===== src/rtl/npn4_pkg.sv =====
// Shared types and the lexicographic permutation table for the 4-input NPN canonicalizer.
`default_nettype none

package npn4_pkg;

  typedef logic [15:0] tt16_t;

  localparam int NUM_PERMS = 24;

  typedef struct packed {
    logic [4:0] perm;
    logic [3:0] neg;
    logic       oneg;
  } npn_xform_t;

  // Entry k packs {p[3], p[2], p[1], p[0]}, 2 bits each; rows in lexicographic order of p.
  localparam logic [7:0] PERM_TABLE [NUM_PERMS] = '{
    {2'd3, 2'd2, 2'd1, 2'd0}, {2'd2, 2'd3, 2'd1, 2'd0}, {2'd3, 2'd1, 2'd2, 2'd0},
    {2'd1, 2'd3, 2'd2, 2'd0}, {2'd2, 2'd1, 2'd3, 2'd0}, {2'd1, 2'd2, 2'd3, 2'd0},
    {2'd3, 2'd2, 2'd0, 2'd1}, {2'd2, 2'd3, 2'd0, 2'd1}, {2'd3, 2'd0, 2'd2, 2'd1},
    {2'd0, 2'd3, 2'd2, 2'd1}, {2'd2, 2'd0, 2'd3, 2'd1}, {2'd0, 2'd2, 2'd3, 2'd1},
    {2'd3, 2'd1, 2'd0, 2'd2}, {2'd1, 2'd3, 2'd0, 2'd2}, {2'd3, 2'd0, 2'd1, 2'd2},
    {2'd0, 2'd3, 2'd1, 2'd2}, {2'd1, 2'd0, 2'd3, 2'd2}, {2'd0, 2'd1, 2'd3, 2'd2},
    {2'd2, 2'd1, 2'd0, 2'd3}, {2'd1, 2'd2, 2'd0, 2'd3}, {2'd2, 2'd0, 2'd1, 2'd3},
    {2'd0, 2'd2, 2'd1, 2'd3}, {2'd1, 2'd0, 2'd2, 2'd3}, {2'd0, 2'd1, 2'd2, 2'd3}
  };

endpackage : npn4_pkg

`default_nettype wire


===== src/rtl/npn4_apply.sv =====
// Combinational NPN transform: g(x) = f(z), z_j = x_{p[j]} ^ n_j (output phase o = 0).
`default_nettype none

module npn4_apply
  import npn4_pkg::*;
(
  input  tt16_t      tt_in,
  input  logic [4:0] perm,
  input  logic [3:0] neg,
  output tt16_t      tt_out
);

  logic [7:0] entry;

  assign entry = PERM_TABLE[perm];

  always_comb begin
    logic [3:0] x;
    logic [3:0] z;
    tt_out = '0;
    x      = '0;
    z      = '0;
    for (int i = 0; i < 16; i++) begin
      x = 4'(i);
      for (int j = 0; j < 4; j++) begin
        z[j] = x[entry[2*j +: 2]] ^ neg[j];
      end
      tt_out[i] = tt_in[z];
    end
  end

endmodule : npn4_apply

`default_nettype wire


===== src/rtl/npn4_canonicalizer.sv =====
// Sequential NPN canonicalizer: scans all 768 transforms, LANES input phases per cycle.
// Optional NPN_EARLY_EXIT_EN: leave SCAN as soon as the running minimum reaches 16'h0000.
`default_nettype none

module npn4_canonicalizer
  import npn4_pkg::*;
#(
  parameter int LANES = 1
) (
  input  logic        clk,
  input  logic        rst_n,
  input  logic        in_valid,
  output logic        in_ready,
  input  logic [15:0] in_tt,
  output logic        out_valid,
  input  logic        out_ready,
  output logic [15:0] out_tt,
  output logic [4:0]  out_perm,
  output logic [3:0]  out_neg,
  output logic        out_oneg
);

  localparam int GRP_W = (LANES >= 16) ? 1 : $clog2(16 / LANES);
  localparam logic [GRP_W-1:0] LAST_GRP = GRP_W'(16 / LANES - 1);
  localparam logic [4:0] LAST_PERM = 5'(NUM_PERMS - 1);

  localparam logic [1:0] ST_IDLE = 2'd0;
  localparam logic [1:0] ST_SCAN = 2'd1;
  localparam logic [1:0] ST_DONE = 2'd2;

  logic [1:0]       state, state_next;
  tt16_t            tt_reg, best_tt, cand_tt;
  npn_xform_t       best_x, cand_x;
  logic [4:0]       perm_cnt;
  logic [GRP_W-1:0] grp_cnt;
  logic             last_step, scan_done;

  tt16_t      lane_tt  [LANES];
  logic [3:0] lane_neg [LANES];

  for (genvar l = 0; l < LANES; l++) begin : g_lane
    assign lane_neg[l] = 4'(32'(grp_cnt) * LANES + l);
    npn4_apply u_apply (
      .tt_in  (tt_reg),
      .perm   (perm_cnt),
      .neg    (lane_neg[l]),
      .tt_out (lane_tt[l])
    );
  end

  // Walk candidates in enumeration order with strict less-than so the earliest transform wins ties.
  always_comb begin
    tt16_t trial;
    cand_tt = best_tt;
    cand_x  = best_x;
    trial   = '0;
    for (int l = 0; l < LANES; l++) begin
      for (int o = 0; o < 2; o++) begin
        trial = (o == 1) ? ~lane_tt[l] : lane_tt[l];
        if (trial < cand_tt) begin
          cand_tt     = trial;
          cand_x.perm = perm_cnt;
          cand_x.neg  = lane_neg[l];
          cand_x.oneg = (o == 1);
        end
      end
    end
  end

  assign last_step = (perm_cnt == LAST_PERM) && (grp_cnt == LAST_GRP);

`ifdef NPN_EARLY_EXIT_EN
  assign scan_done = last_step || (cand_tt == '0);
`else
  assign scan_done = last_step;
`endif

  always_ff @(posedge clk or negedge rst_n) begin
    if (!rst_n) state <= ST_IDLE;
    else        state <= state_next;
  end

  always_comb begin
    state_next = state;
    case (state)
      ST_IDLE: if (in_valid)  state_next = ST_SCAN;
      ST_SCAN: if (scan_done) state_next = ST_DONE;
      ST_DONE: if (out_ready) state_next = ST_IDLE;
      default:                state_next = ST_IDLE;
    endcase
  end

  // Gating with rst_n keeps in_ready low while reset is held even though state sits in IDLE.
  always_comb begin
    in_ready  = rst_n && (state == ST_IDLE);
    out_valid = (state == ST_DONE);
  end

  always_ff @(posedge clk or negedge rst_n) begin
    if (!rst_n) begin
      tt_reg   <= '0;
      best_tt  <= '0;
      best_x   <= '0;
      perm_cnt <= '0;
      grp_cnt  <= '0;
      out_tt   <= '0;
      out_perm <= '0;
      out_neg  <= '0;
      out_oneg <= 1'b0;
    end else if (state == ST_IDLE) begin
      if (in_valid) begin
        tt_reg   <= in_tt;
        best_tt  <= 16'hFFFF;
        best_x   <= '0;
        perm_cnt <= '0;
        grp_cnt  <= '0;
      end
    end else if (state == ST_SCAN) begin
      best_tt <= cand_tt;
      best_x  <= cand_x;
      if (grp_cnt == LAST_GRP) begin
        grp_cnt  <= '0;
        perm_cnt <= perm_cnt + 5'd1;
      end else begin
        grp_cnt <= grp_cnt + GRP_W'(1);
      end
      if (scan_done) begin
        out_tt   <= cand_tt;
        out_perm <= cand_x.perm;
        out_neg  <= cand_x.neg;
        out_oneg <= cand_x.oneg;
      end
    end
  end

endmodule : npn4_canonicalizer

`default_nettype wire


===== config.mk =====
export PLATFORM = sky130hd
export DESIGN_NAME = npn4_canonicalizer
export DESIGN_NICKNAME = d
export VERILOG_FILES = /design/src/rtl/npn4_pkg.sv /design/src/rtl/npn4_apply.sv /design/src/rtl/npn4_canonicalizer.sv
export SDC_FILE = /design/constraint.sdc
export NUM_CORES = 1
export LEC_CHECK = 0
export ABC_AREA = 1
export BUFFER_PORTS_ARGS = -buffer_cell sky130_fd_sc_hd__buf_2
export CAP_MARGIN = 20
export CORE_ASPECT_RATIO = 2
export CORE_MARGIN = 2
export CORE_UTILIZATION = 65
export DETAILED_ROUTE_END_ITERATION = 12
export PLACE_DENSITY = 0.87
export REMOVE_ABC_BUFFERS = 1
export SLEW_MARGIN = 20
export SYNTH_ARGS = -nofsm -noshare
export SYNTH_HDL_FRONTEND = slang
export SYNTH_SLANG_ARGS = --single-unit

===== constraint.sdc =====
create_clock -name clk -period 12.4 [get_ports clk]
set_clock_uncertainty 0.05 [all_clocks]
set_input_delay 2.48 -clock clk [delete_from_list [all_inputs] [get_ports clk]]
set_output_delay 2.48 -clock clk [all_outputs]
set_load 0.01 [all_outputs]

==> flow_summary_export.csv <==
group,metric,value,unit
die,ios,48,
synthesis,async_reset_ff_frac,1.00,
synthesis,synth_seq_cells,79,
finish,mostFrequentLayoutCell,"nand2_1",
synthesis,netlist.top_cell.by_area,"dfrtp_1",
routing,routed_wl,26900,um
synthesis,netlist_area,7790,um2
die,die_h,159,um
critical_path,reg2reg_from,"perm_cnt[2]$_DFFE_PN0P_",
synthesis,synth_edf_count,0,
synthesis,synth_top_area_frac,0.254,
finish,fin_nets,1256,
clock_tree,clock_sinks,79,
sta,rsz0062_at_grt,"false",
finish,final_cell_mix,"nand2_1 (330), o21ai_0 (133), inv_1 (92)",
critical_path,arrival,8.19,ns
routing,vias,8663,
critical_path,crit_fanout,26,
sta,tns,0,ns
routing,detail-route-antenna-nets,0,
global_route,met3_usage,0.110,
global_route,gr-total-overflow,0,
critical_path,cp-startpoint,"perm_cnt[2]$_DFFE_PN0P_",
routing,wl_per_cell,20.2,um
place,hpwl,18800,um
sta,post-route-min-period,7.98,ns
sta,drv_slew,0,
critical_path,endpoint_kind,"register",
synthesis,synthFlopType,"dfrtp_1",
run,maxCapViolations,0,
critical_path,cp-start-kind,"register",
clock_tree,clkLatencyLatePin,0.35,ns
min_path,hold_class,"register to register",
sta,fin_crit_sh,0.644,
clock_tree,clockBufferDepth,2,
routing,drtIter0Drc,932,
global_route,antenna_found_initial,0,
finish,final_area,8220,um2
run_status,status,"complete, no violations",
clock_tree,clk_pin_slew_worst_paths,0.07,ns
sta,setup_viol,0,
global_route,grt_pass1_wl,42300,um
global_route,grt_max_degree,80,
die,row_count,56,
routing,drt_first_pass_iters,5,
global_route,use_met1,0.485,
synthesis,synth_area_per_cell,6.55,um2
finish,diodes,0,
clock_tree,cts_resized,0,
global_route,grt.total_usage,0.427,
place,place_area,7900,um2
finish,area_delta_synth_final,5.53,%
sta,slew_headroom,0.310,
sta,hold_violations,0,
place,routabilityCongestion,1.06,
global_route,top_usage_layer,"met2",
die,die_w,81.4,um
synthesis,synth_cell_types,53,
clock_tree,cts.root.buffer_cell,"clkbuf_16",
synthesis,ys_seq_area_frac,0.254,
clock_tree,ctsHoldBuffers,0,
place,numPortBuffers,47,
finish,drive_gt1_frac,0.105,
routing,drc_errors,0,
finish,fillCellCount,1020,
die,start_util,0.666,
synthesis,yosysWarnings,0,
clock_tree,postCtsSetupRepairBufs,0,
critical_path,slowest_delay,0.62,ns
synthesis,synth_area_leaders,"dfrtp_1 (25%), nand2_1 (16%), ha_1 (8.8%), o21ai_0 (8.5%), nand3_1 (5.5%)",
die,core-area,11700,um2
clock_tree,numCtsBuffers,9,
routing,vias_per_cell,6.51,
critical_path,worst_path_most_repeated_cell,"nand2_1",
critical_path,required,12.61,ns
synthesis,synth_cells,1190,
min_path,min_from,"out_tt[6]$_DFFE_PN0P_",
critical_path,crit_path_top_delay_cell,"dfrtp_1",
sta,fmax,0.125,GHz
die,die_area,12900,um2
clock_tree,cts_tree,"yes",
global_route,grt_pass1_vias,8016,
critical_path,worstSetupPathType,"register to register",
global_route,met2_usage,0.654,
clock_tree,ctsHtreeMaxLevel,3,
sta,worstMarginPinSlew,1.03,ns
==> critical path, delay by kind of cell (launching register included) <==
family | cells | cell delay (ns)
fa+ha+maj | 4 | 1.07
simple gates | 11 | 1.79
compound gates | 12 | 2.96
buf+inv | 8 | 1.34
flops | 1 | 0.62
==> layout make-up <==
type / count / area [um2] / share of cell area
clock buffer: 10 / 239 / 0.0291
multi-input combinational: 921 / 5030 / 0.612
tap: 145 / 181 / 0.0221
clock inverter: 6 / 70.1 / 0.00852
inverter: 119 / 449 / 0.0546
timing repair buffer: 51 / 272 / 0.0330
sequential: 79 / 1980 / 0.240
==> per-layer routing <==
metal  up-vias  part of all wire
met5         -                 0
met4         0             0.099
met3       220             0.099
met2       532              0.46
met1      3904              0.34
li1       4007                 -
==> path summary, 6_finish.rpt <==
check,endpoint,depth (start not counted),slack [ns]
max reg2reg,best_x[0]$_DFFE_PN0P_,35,4.42
max,best_x[0]$_DFFE_PN0P_,35,4.42
min reg2reg,out_tt[6]$_DFFE_PN0P_,2,0.43
min in group asynchronous,out_perm[0]$_DFFE_PN0P_,2,2.19
min,out_tt[6]$_DFFE_PN0P_,2,0.43
max in group asynchronous,out_tt[7]$_DFFE_PN0P_,2,9.54
==> per-stage QoR <==
stage	hold slack [ns]	setup slack (ns)	std cells	util
finish	0.428	4.42	1331	0.703
CTS	0.429	4.62	1331	0.701
detailed placement	0.410	4.70	1315	0.675
floorplan	0.399	5.94	1119	-
global placement	0.407	4.84	1315	0.675
global route	0.439	3.75	1331	0.703
==> cell usage after synthesis, drive strengths merged, types with 12 or more instances <==
cell type,number
nand2,337
o21ai,163
inv,118
nand3,85
dfrtp,79
nor2,78
a21oi,62
ha,55
buf,37
clkbuf,34
o211ai,25
o311ai,16
a211oi,15
o221ai,12
xor2,12
==> cell families (layout without fill, tap and decap cells) <==
| logic type | after synthesis | after routing | share of synthesized area |
|---|---|---|---|
| and+or+nand+nor | 517 | 517 | 0.274 |
| AOI/OAI and AO/OA | 327 | 327 | 0.252 |
| buffers and inverters | 190 | 186 | 0.104 |
| DFF | 79 | 79 | 0.254 |
| adders and majority gates | 55 | 55 | 0.0883 |
| xor gates and xnor gates | 18 | 18 | 0.0222 |
| muxes | 4 | 4 | 0.00578 |
Power is not shown: default switching activity piles up to over one toggle a cycle in this logic, so the estimate is an artifact.
